<file path="config.mk">
export PLATFORM = sky130hd
export DESIGN_NAME = alu_sched
export DESIGN_NICKNAME = d
export VERILOG_FILES = /design/src/rtl/alu_sched.sv
export SDC_FILE = /design/constraint.sdc
export NUM_CORES = 1
export LEC_CHECK = 0
export BUFFER_PORTS_ARGS = -buffer_cell sky130_fd_sc_hd__buf_2
export CORE_AREA = 2 2 164 166
export DETAILED_ROUTE_END_ITERATION = 10
export DIE_AREA = 0 0 166 168
export PLACE_DENSITY = 0.68
export SLEW_MARGIN = 20
export SYNTH_ARGS = -nofsm -noshare
export SYNTH_HDL_FRONTEND = slang
export SYNTH_SLANG_ARGS = --single-unit
</file>
<file path="constraint.sdc">
create_clock -name clk -period 3.64 [get_ports clk]
set_clock_uncertainty 0.1 [all_clocks]
set_input_delay 0.364 -clock clk [delete_from_list [all_inputs] [get_ports clk]]
set_output_delay 0.364 -clock clk [all_outputs]
set_load 0.02 [all_outputs]
</file>
<file path="src/rtl/alu_sched.sv">
// Round-robin scheduler sharing one combinational ALU between NREQ requesters; optional ALU_SCHED_DIVZERO_EN short-circuits divide-by-zero.
// Latency: response strobe L+1 cycles after the grant cycle (L = 1, MUL_LAT or DIV_LAT); back-to-back period L+1.
// Backpressure: one op in flight, req_ready held low while executing; responses are a strobe with no backpressure.
module alu_sched #(
  parameter int N       = 32,
  parameter int NREQ    = 4,
  parameter int MUL_LAT = 2,
  parameter int DIV_LAT = 8
) (
  input  logic                     clk,
  input  logic                     rst,
  input  logic [NREQ-1:0]          req_valid,
  input  logic [NREQ*N-1:0]        req_a,
  input  logic [NREQ*N-1:0]        req_b,
  input  logic [NREQ*4-1:0]        req_op,
  output logic [NREQ-1:0]          req_ready,
  output logic [N-1:0]             alu_a,
  output logic [N-1:0]             alu_b,
  output logic [3:0]               alu_ctrl,
  input  logic [N-1:0]             alu_result,
  input  logic                     alu_cout,
  input  logic                     alu_zero,
  input  logic                     alu_neg,
  input  logic                     alu_overflow,
  output logic                     rsp_valid,
  output logic [$clog2(NREQ)-1:0]  rsp_id,
  output logic [N-1:0]             rsp_result,
  output logic [3:0]               rsp_flags,
  output logic                     busy
);

  localparam int IDW  = $clog2(NREQ);
  localparam int LMAX = (MUL_LAT > DIV_LAT) ? MUL_LAT : DIV_LAT;
  localparam int CW   = $clog2(LMAX + 1);

  localparam logic [3:0] OP_MUL = 4'b0010;
  localparam logic [3:0] OP_DIV = 4'b0011;

  typedef enum logic [1:0] {
    IDLE = 2'd0,
    EXEC = 2'd1,
    RESP = 2'd2
  } state_t;

  // Operation held on the ALU inputs for the whole execute window.
  typedef struct packed {
    logic [N-1:0] a;
    logic [N-1:0] b;
    logic [3:0]   ctrl;
  } op_t;

  state_t          state_q;
  state_t          state_d;
  logic [IDW-1:0]  ptr_q;
  logic [CW-1:0]   cnt_q;
  op_t             op_q;
  op_t             op_sel;
  logic            grant_any;
  logic [IDW-1:0]  grant_id;
  logic            accept;
  logic [CW-1:0]   lat_sel;
  logic            last_exec;
  logic [IDW-1:0]  ptr_next;
`ifdef ALU_SCHED_DIVZERO_EN
  logic            dz_sel;
  logic            dz_q;
`endif

  // Round-robin search: first valid requester at or after ptr, wrapping; only offered outside EXEC and out of reset.
  always_comb begin
    int idx;
    idx       = 0;
    grant_any = 1'b0;
    grant_id  = '0;
    if (state_q != EXEC && !rst) begin
      // Walk offsets from farthest to nearest so the nearest valid requester wins.
      for (int k = NREQ - 1; k >= 0; k--) begin
        idx = int'(ptr_q) + k;
        if (idx >= NREQ) idx = idx - NREQ;
        if (req_valid[idx]) begin
          grant_any = 1'b1;
          grant_id  = IDW'(idx);
        end
      end
    end
  end

  assign req_ready = grant_any ? (NREQ'(1) << grant_id) : '0;
  assign accept    = |(req_valid & req_ready);
  assign ptr_next  = (grant_id == IDW'(NREQ - 1)) ? '0 : grant_id + IDW'(1);

  // Payload mux and execute-length decode for the granted requester.
  always_comb begin
    op_sel.a    = req_a[int'(grant_id)*N +: N];
    op_sel.b    = req_b[int'(grant_id)*N +: N];
    op_sel.ctrl = req_op[int'(grant_id)*4 +: 4];
    case (op_sel.ctrl)
      OP_MUL:  lat_sel = CW'(MUL_LAT);
      OP_DIV:  lat_sel = CW'(DIV_LAT);
      default: lat_sel = CW'(1);
    endcase
`ifdef ALU_SCHED_DIVZERO_EN
    // A zero divisor never reaches the divider result, so there is nothing to wait for.
    dz_sel = (op_sel.ctrl == OP_DIV) && (op_sel.b == '0);
    if (dz_sel) lat_sel = CW'(1);
`endif
  end

  assign last_exec = (state_q == EXEC) && (cnt_q == CW'(1));

  // State register.
  always_ff @(posedge clk) begin
    if (rst) state_q <= IDLE;
    else     state_q <= state_d;
  end

  // Next-state logic: accept enters EXEC from IDLE or RESP; the L-th execute cycle moves to RESP.
  always_comb begin
    state_d = state_q;
    case (state_q)
      IDLE:    if (accept) state_d = EXEC;
      EXEC:    if (last_exec) state_d = RESP;
      RESP:    state_d = accept ? EXEC : IDLE;
      default: state_d = IDLE;
    endcase
  end

  // Output decode from the current state.
  always_comb begin
    busy      = (state_q == EXEC);
    rsp_valid = (state_q == RESP);
  end

  // Datapath: latch the granted op on accept, count down the execute window, capture the ALU at its end.
  always_ff @(posedge clk) begin
    if (rst) begin
      ptr_q      <= '0;
      cnt_q      <= '0;
      op_q       <= '0;
      rsp_id     <= '0;
      rsp_result <= '0;
      rsp_flags  <= '0;
`ifdef ALU_SCHED_DIVZERO_EN
      dz_q       <= 1'b0;
`endif
    end else begin
      if (accept) begin
        op_q   <= op_sel;
        rsp_id <= grant_id;
        ptr_q  <= ptr_next;
        cnt_q  <= lat_sel;
`ifdef ALU_SCHED_DIVZERO_EN
        dz_q   <= dz_sel;
`endif
      end else if (state_q == EXEC && !last_exec) begin
        cnt_q <= cnt_q - CW'(1);
      end

      if (last_exec) begin
`ifdef ALU_SCHED_DIVZERO_EN
        if (dz_q) begin
          rsp_result <= '0;
          rsp_flags  <= 4'b1000;
        end else begin
          rsp_result <= alu_result;
          rsp_flags  <= {alu_overflow, alu_neg, alu_zero, alu_cout};
        end
`else
        rsp_result <= alu_result;
        rsp_flags  <= {alu_overflow, alu_neg, alu_zero, alu_cout};
`endif
      end
    end
  end

  assign alu_a    = op_q.a;
  assign alu_b    = op_q.b;
  assign alu_ctrl = op_q.ctrl;

  // Grant is one-hot and never offered while an op is executing.
  a_ready_onehot: assert property (@(posedge clk) disable iff (rst) $onehot0(req_ready));
  a_no_grant_busy: assert property (@(posedge clk) disable iff (rst) !(busy && (|req_ready)));

endmodule
</file>
### Yosys cells after proc, flatten, opt, wreduce, memory -nomap -nowiden

Cells that the tools add are included.

* register bits: 114
* input port bits: 314
* output and inout bits: 112

* $add $sub $neg: 9
* $lt $le $gt $ge: 8
* equality and inequality tests: 9
* shifts and indexed selects: 4
* mux-type cells: 39
* bitwise logic cells: 1
* reduce and logical (&&, ||, !) cells: 9

Operators by type and width (number)
* 2-to-1 mux 32 bit: 8
* variable part select 128 x 8 -> 32 bit: 2
* < comparator 32 x 4 -> 1 bit (second input constant): 4
* 2-to-1 mux 2 bit: 8
* variable part select 16 x 5 -> 4 bit: 1
* 2-to-1 mux 1 bit: 14
* 2-to-1 mux 4 bit: 3
* subtractor 3 x 3 -> 4 bit (second input constant): 3
* >= comparator 3 bit (second input constant): 3
* binary-select mux 1 bit (select 2 bit): 4
* equality test 4 x 2 -> 1 bit (second input constant): 2
* case mux 4 bit (2 select lines): 1
* adder 2 x 2 -> 3 bit (second input constant): 2
* case mux 2 bit (3 select lines): 1
* AND 4 bit: 1
* equality test 2 bit (second input constant): 2
* equality test 4 x 1 -> 1 bit (second input constant): 1
* inequality test 2 x 1 -> 1 bit (second input constant): 2
* OR reduction 4 bit: 1
* << shifter 1 x 2 -> 4 bit (first input constant): 1
* subtractor 2 x 3 -> 4 bit (second input constant): 1
* subtractor 4 x 1 -> 4 bit (second input constant): 1
* adder 2 x 1 -> 3 bit (second input constant): 1
* >= comparator 2 x 3 -> 1 bit (second input constant): 1
* 8 further kinds: 11

### Depth between registers and ports, before layout

* word-level depth: 18
* mapped depth: 19

### Least setup slack after synthesis

OpenSTA, ideal clock, no wires.

* path type: input -> register
* start point: in req_valid[1]
* end point: reg op_q, in the netlist alu_b[17]
* library setup time: 0.070 ns
* data arrival time: 3.263 ns
* required time: 3.470 ns
* setup slack: 0.206 ns
* cell stages on the path: 19
* path buffers: 8
* cell sequence: buf_4 nor2b_1 or4_4 buf_6 and2_4 buf_6 nor2_8 inv_2 buf_6 buf_6 buf_6 ha_1 a22oi_1 nand2_1 nand2_1 clkbuf_1 clkbuf_1 nand2_1 a21oi_1

* longest elaborated chain between the ends: 12
* elaborated cells on any way between the ends: 27

RTL lines
* start: declaration: RTL line 12 `input logic [NREQ-1:0] req_valid,`
* binary-select mux 1 bit (select 2 bit): RTL line 80 `if (req_valid[idx]) begin`
* 2-to-1 mux 1 bit (implied by the code) (2 in series): RTL line 80
* 2-to-1 mux 2 bit (3 in series): RTL line 80
* 2-to-1 mux 2 bit (*): RTL line 80
* 2-to-1 mux 2 bit (*): RTL line 75 `if (state_q != EXEC && !rst) begin`
* named net grant_id[0]: RTL line 59 `logic [IDW-1:0] grant_id;`
* parallel branches: the longest is 4 deep, another holds variable part select 128 x 8 -> 32 bit
* end signal: assignment: RTL line 148 `op_q <= op_sel;`
* end: declaration: RTL line 56 `op_t op_q;`

Mark *: on every way through the listed nets, which the timed path passes. The select of a mux whose other input is x is not followed.
A chain may end at the register's enable or synchronous reset.

### Final worst setup path

* start point: reg ptr_q[0]
* end point: reg op_q, in the netlist alu_a[16]

* longest elaborated chain between the ends: 16
* elaborated cells on any way between the ends: 46

RTL lines
* start: declaration: RTL line 54 `logic [IDW-1:0] ptr_q;`
* start signal: assignment: RTL line 150 `ptr_q <= ptr_next;`
* adder 2 x 2 -> 3 bit: RTL line 78 `idx = int'(ptr_q) + k;`
* subtractor 3 x 3 -> 4 bit or >= comparator 3 bit (tied branches): RTL line 79 `if (idx >= NREQ) idx = idx - NREQ;`
* 2-to-1 mux 32 bit: RTL line 79
* 2-to-1 mux 32 bit: RTL line 75
* binary-select mux 1 bit (select 2 bit): RTL line 80
* 2-to-1 mux 1 bit (implied by the code) (2 in series): RTL line 80
* 2-to-1 mux 2 bit (3 in series): RTL line 80
* 2-to-1 mux 2 bit (*): RTL line 80
* 2-to-1 mux 2 bit (*): RTL line 75
* named net grant_id[0]: RTL line 59
* parallel branches: the longest is 4 deep, another holds variable part select 128 x 8 -> 32 bit

Marks and branches as above.

==> flow_metrics.py <==
metrics = {
    "clock_tree": {
        "numCtsBuffers": 17,
        "cts_setup_buffers": 0,
        "clockBufferDepth": 2,
        "htree_levels": 4,
        "cts_root_buffer": "clkbuf_16",
        "ctsHoldBuffers": 0,
        "clock_sinks": 114,
        "clock_latency_ns": 0.41,
        "clk_pin_slew_worst_paths_ns": 0.07,
        "cts_tree": "done",
        "cts_resized": 0,
    },
    "logic_synthesis": {
        "ys_top_cells_by_area": "dfxtp_1, mux2_2, o211ai_1",
        "syn-num-nets": 1200,
        "synth_top_area_share": 0.318,
        "yosysWarnings": 0,
        "yosys_most_used_dff": "dfxtp_1",
        "synth_edf_count": 0,
        "yosysMostFrequentCell": "nand2_1",
        "syn_area_um2": 7180,
        "synth_seq_area_share": 0.318,
        "syn_avg_cell_area_um2": 8.16,
        "syn_inst": 880,
        "synth-seq-cells": 114,
        "async_reset_ff_frac": 0,
        "ys_top_cells_by_count": "nand2_1, dfxtp_1, a21oi_1",
        "synth.largest_area_cell": "dfxtp_1",
        "ys_types": 54,
    },
    "pwr": {
        "p_leak_uw": 0.00457,
        "power.density_nw_per_um2": 422,
        "ir_drop_mv": 0.272,
    },
    "routing": {
        "postRouteAntennaNets": 0,
        "wl_mm": 27.8,
        "drt_iter0_markers": 542,
        "first_pass_iters": 5,
        "num_vias": 8138,
        "viasPerCell": 5.08,
        "avgRoutedWirePerCell_um": 17.3,
        "route.detailed.drc": 0,
    },
    "cells_and_area": {
        "regArea_um2": 2280,
        "area_growth_pct": 40.6,
        "multi_input_area_um2": 4310,
        "utilization": 0.383,
        "nets": 1568,
        "num-fill-cells": 2750,
        "finalNonFillerCells": 1603,
        "drive_above_1_share": 0.477,
        "final_area_um2": 10100,
    },
    "run": {
        "maxCapViolations": 0,
    },
    "timing": {
        "final.setup.worst_slack_ns": 0.423,
        "max_slew_margin": 0.361,
        "tns_ns": 0,
        "rsz0062_at_grt": "no",
        "finalCriticalPeriod_ns": 3.22,
        "worstMarginPinSlew_ns": 0.958,
        "hold_violations": 0,
        "fmax_mhz": 311,
        "fin_crit_sh": 0.884,
        "setup_violations": 0,
        "drv_slew": 0,
    },
    "placement": {
        "portBuffers": 425,
        "gp_congestion": 0.832,
        "post-dp-hpwl_mm": 20.2,
        "pre_cts_ws_ns": 0.303,
        "placed_cells": 1570,
        "post_dp_cell_area_um2": 9490,
    },
    "floorplan": {
        "start_util": 0.273,
        "ios": 426,
        "fp-row-count": 60,
        "core_um2": 26400,
        "dieArea_um2": 27900,
        "die_w_um": 166,
        "die_height_um": 168,
    },
    "critical_path": {
        "arrival_ns": 3.45,
        "cp_max_fo": 73,
        "cp_data_required_time_ns": 3.87,
        "worst-setup-path-type": "flop to flop",
        "endpoint_kind": "flop",
        "path_cells": "nor2b_4 > or4_4 > and2_4 > nor2_8 > ha_1 > a22oi_1 > nand2_1 > and2_4 > o211ai_1 > a21oi_1",
        "crit_slowest_cell": "and2_4",
        "worstSetupStartpointType": "flop",
        "cp_slowest_stage_delay_ns": 0.77,
        "crit_path_frequent_cell": "and2_4",
    },
    "outcome": {
        "status": "finished, final reports clean",
    },
    "global_route": {
        "grt_max_degree": 79,
        "antenna_found_initial": 1,
        "grt.total_usage": 0.190,
        "grt-ovfl-total": 0,
        "grt_pass1_wl_mm": 42.3,
        "grt_pass1_vias": 7681,
    },
    "worst_hold_path": {
        "hold_path_class": "input port to flop",
    },
}
## state kept, by name (all words and copies together) (netlist names)
| name | cells |
|---|---|
| alu_a | 32 |
| alu_ctrl | 4 |
| rsp_result | 32 |
| alu_b | 32 |
| ptr_q | 2 |
| rsp_id | 2 |
| rsp_flags | 4 |
| cnt_q | 4 |
| state_q | 2 |
## power by group
part           switching (uW)  total [uW]  internal, uW  leakage [uW]
Sequential               48.1        1380          1340      0.000927
Clock                     671        1760          1080      0.000295
Combinational             681        1120           443       0.00335
## cells in the final DEF (no fill, tap or decap), drive strengths merged, types with 3 or more instances in the layout
cell type	instances
inv	49
mux2	65
and3	3
o211ai	131
ha	6
nand2	151
o41ai	43
buf	443
dfxtp	114
nand3	23
a211o	4
nor2	33
and2	7
nor2b	6
nand2b	4
bufinv	3
clkbuf	17
nor3	4
clkinv	8
a211oi	5
a21oi	109
## routing by layer
layer  global-route usage  wire length, um  up-vias
met4               0.0733              768        0
met3               0.0463             2190       39
met5                    0                0        -
met2                0.316            12900      401
met1                0.239            11900     3763
li1                     -                -     3935
## stage by stage
stage	hold slack (ns)	power, uW
2_1_floorplan	0.395	2120
3_3_place_gp	0.339	2520
3_5_place_dp	0.343	2530
4_1_cts	0.0536	4330
5_1_grt	0.0601	4500
6_report	0.0786	4260
## kinds of logic after synthesis
group | count (synthesis) | share of synthesized area
mux | 67 | 0.108
fa+ha+maj | 6 | 0.0104
xor+xnor | 3 | 0.00366
flops | 114 | 0.318
simple gates | 240 | 0.146
buf+inv | 141 | 0.0878
compound gates | 309 | 0.326
## worst max-delay path, delay by kind of cell (launching register included)
kind | cells | cell delay, ns
adder cells (fa/ha/maj) | 1 | 0.17
flip-flops | 1 | 0.43
AO/OA/AOI/OAI | 3 | 0.50
AND/OR/NAND/NOR | 6 | 1.89
## final timing paths
check                 from       endpoint  slack [ns]  cells after the start
max               ptr_q[0]      alu_a[16]        0.42                     10
min          alu_result[2]  rsp_result[2]        0.08                      3
max reg2reg       ptr_q[0]      alu_a[16]        0.42                     10
min reg2reg      alu_b[15]      alu_b[15]        0.35                      2
## final cells by class
type / count / share of cell area
diodes: 1 / 0.000248
clock inverters: 15 / 0.0182
well taps: 341 / 0.0422
flip-flops and latches: 114 / 0.226
repair buffers: 443 / 0.227
inverters: 47 / 0.0180
clock buffers: 17 / 0.0421
multi-input cells: 625 / 0.427
Power figures use the tool's default switching activity.
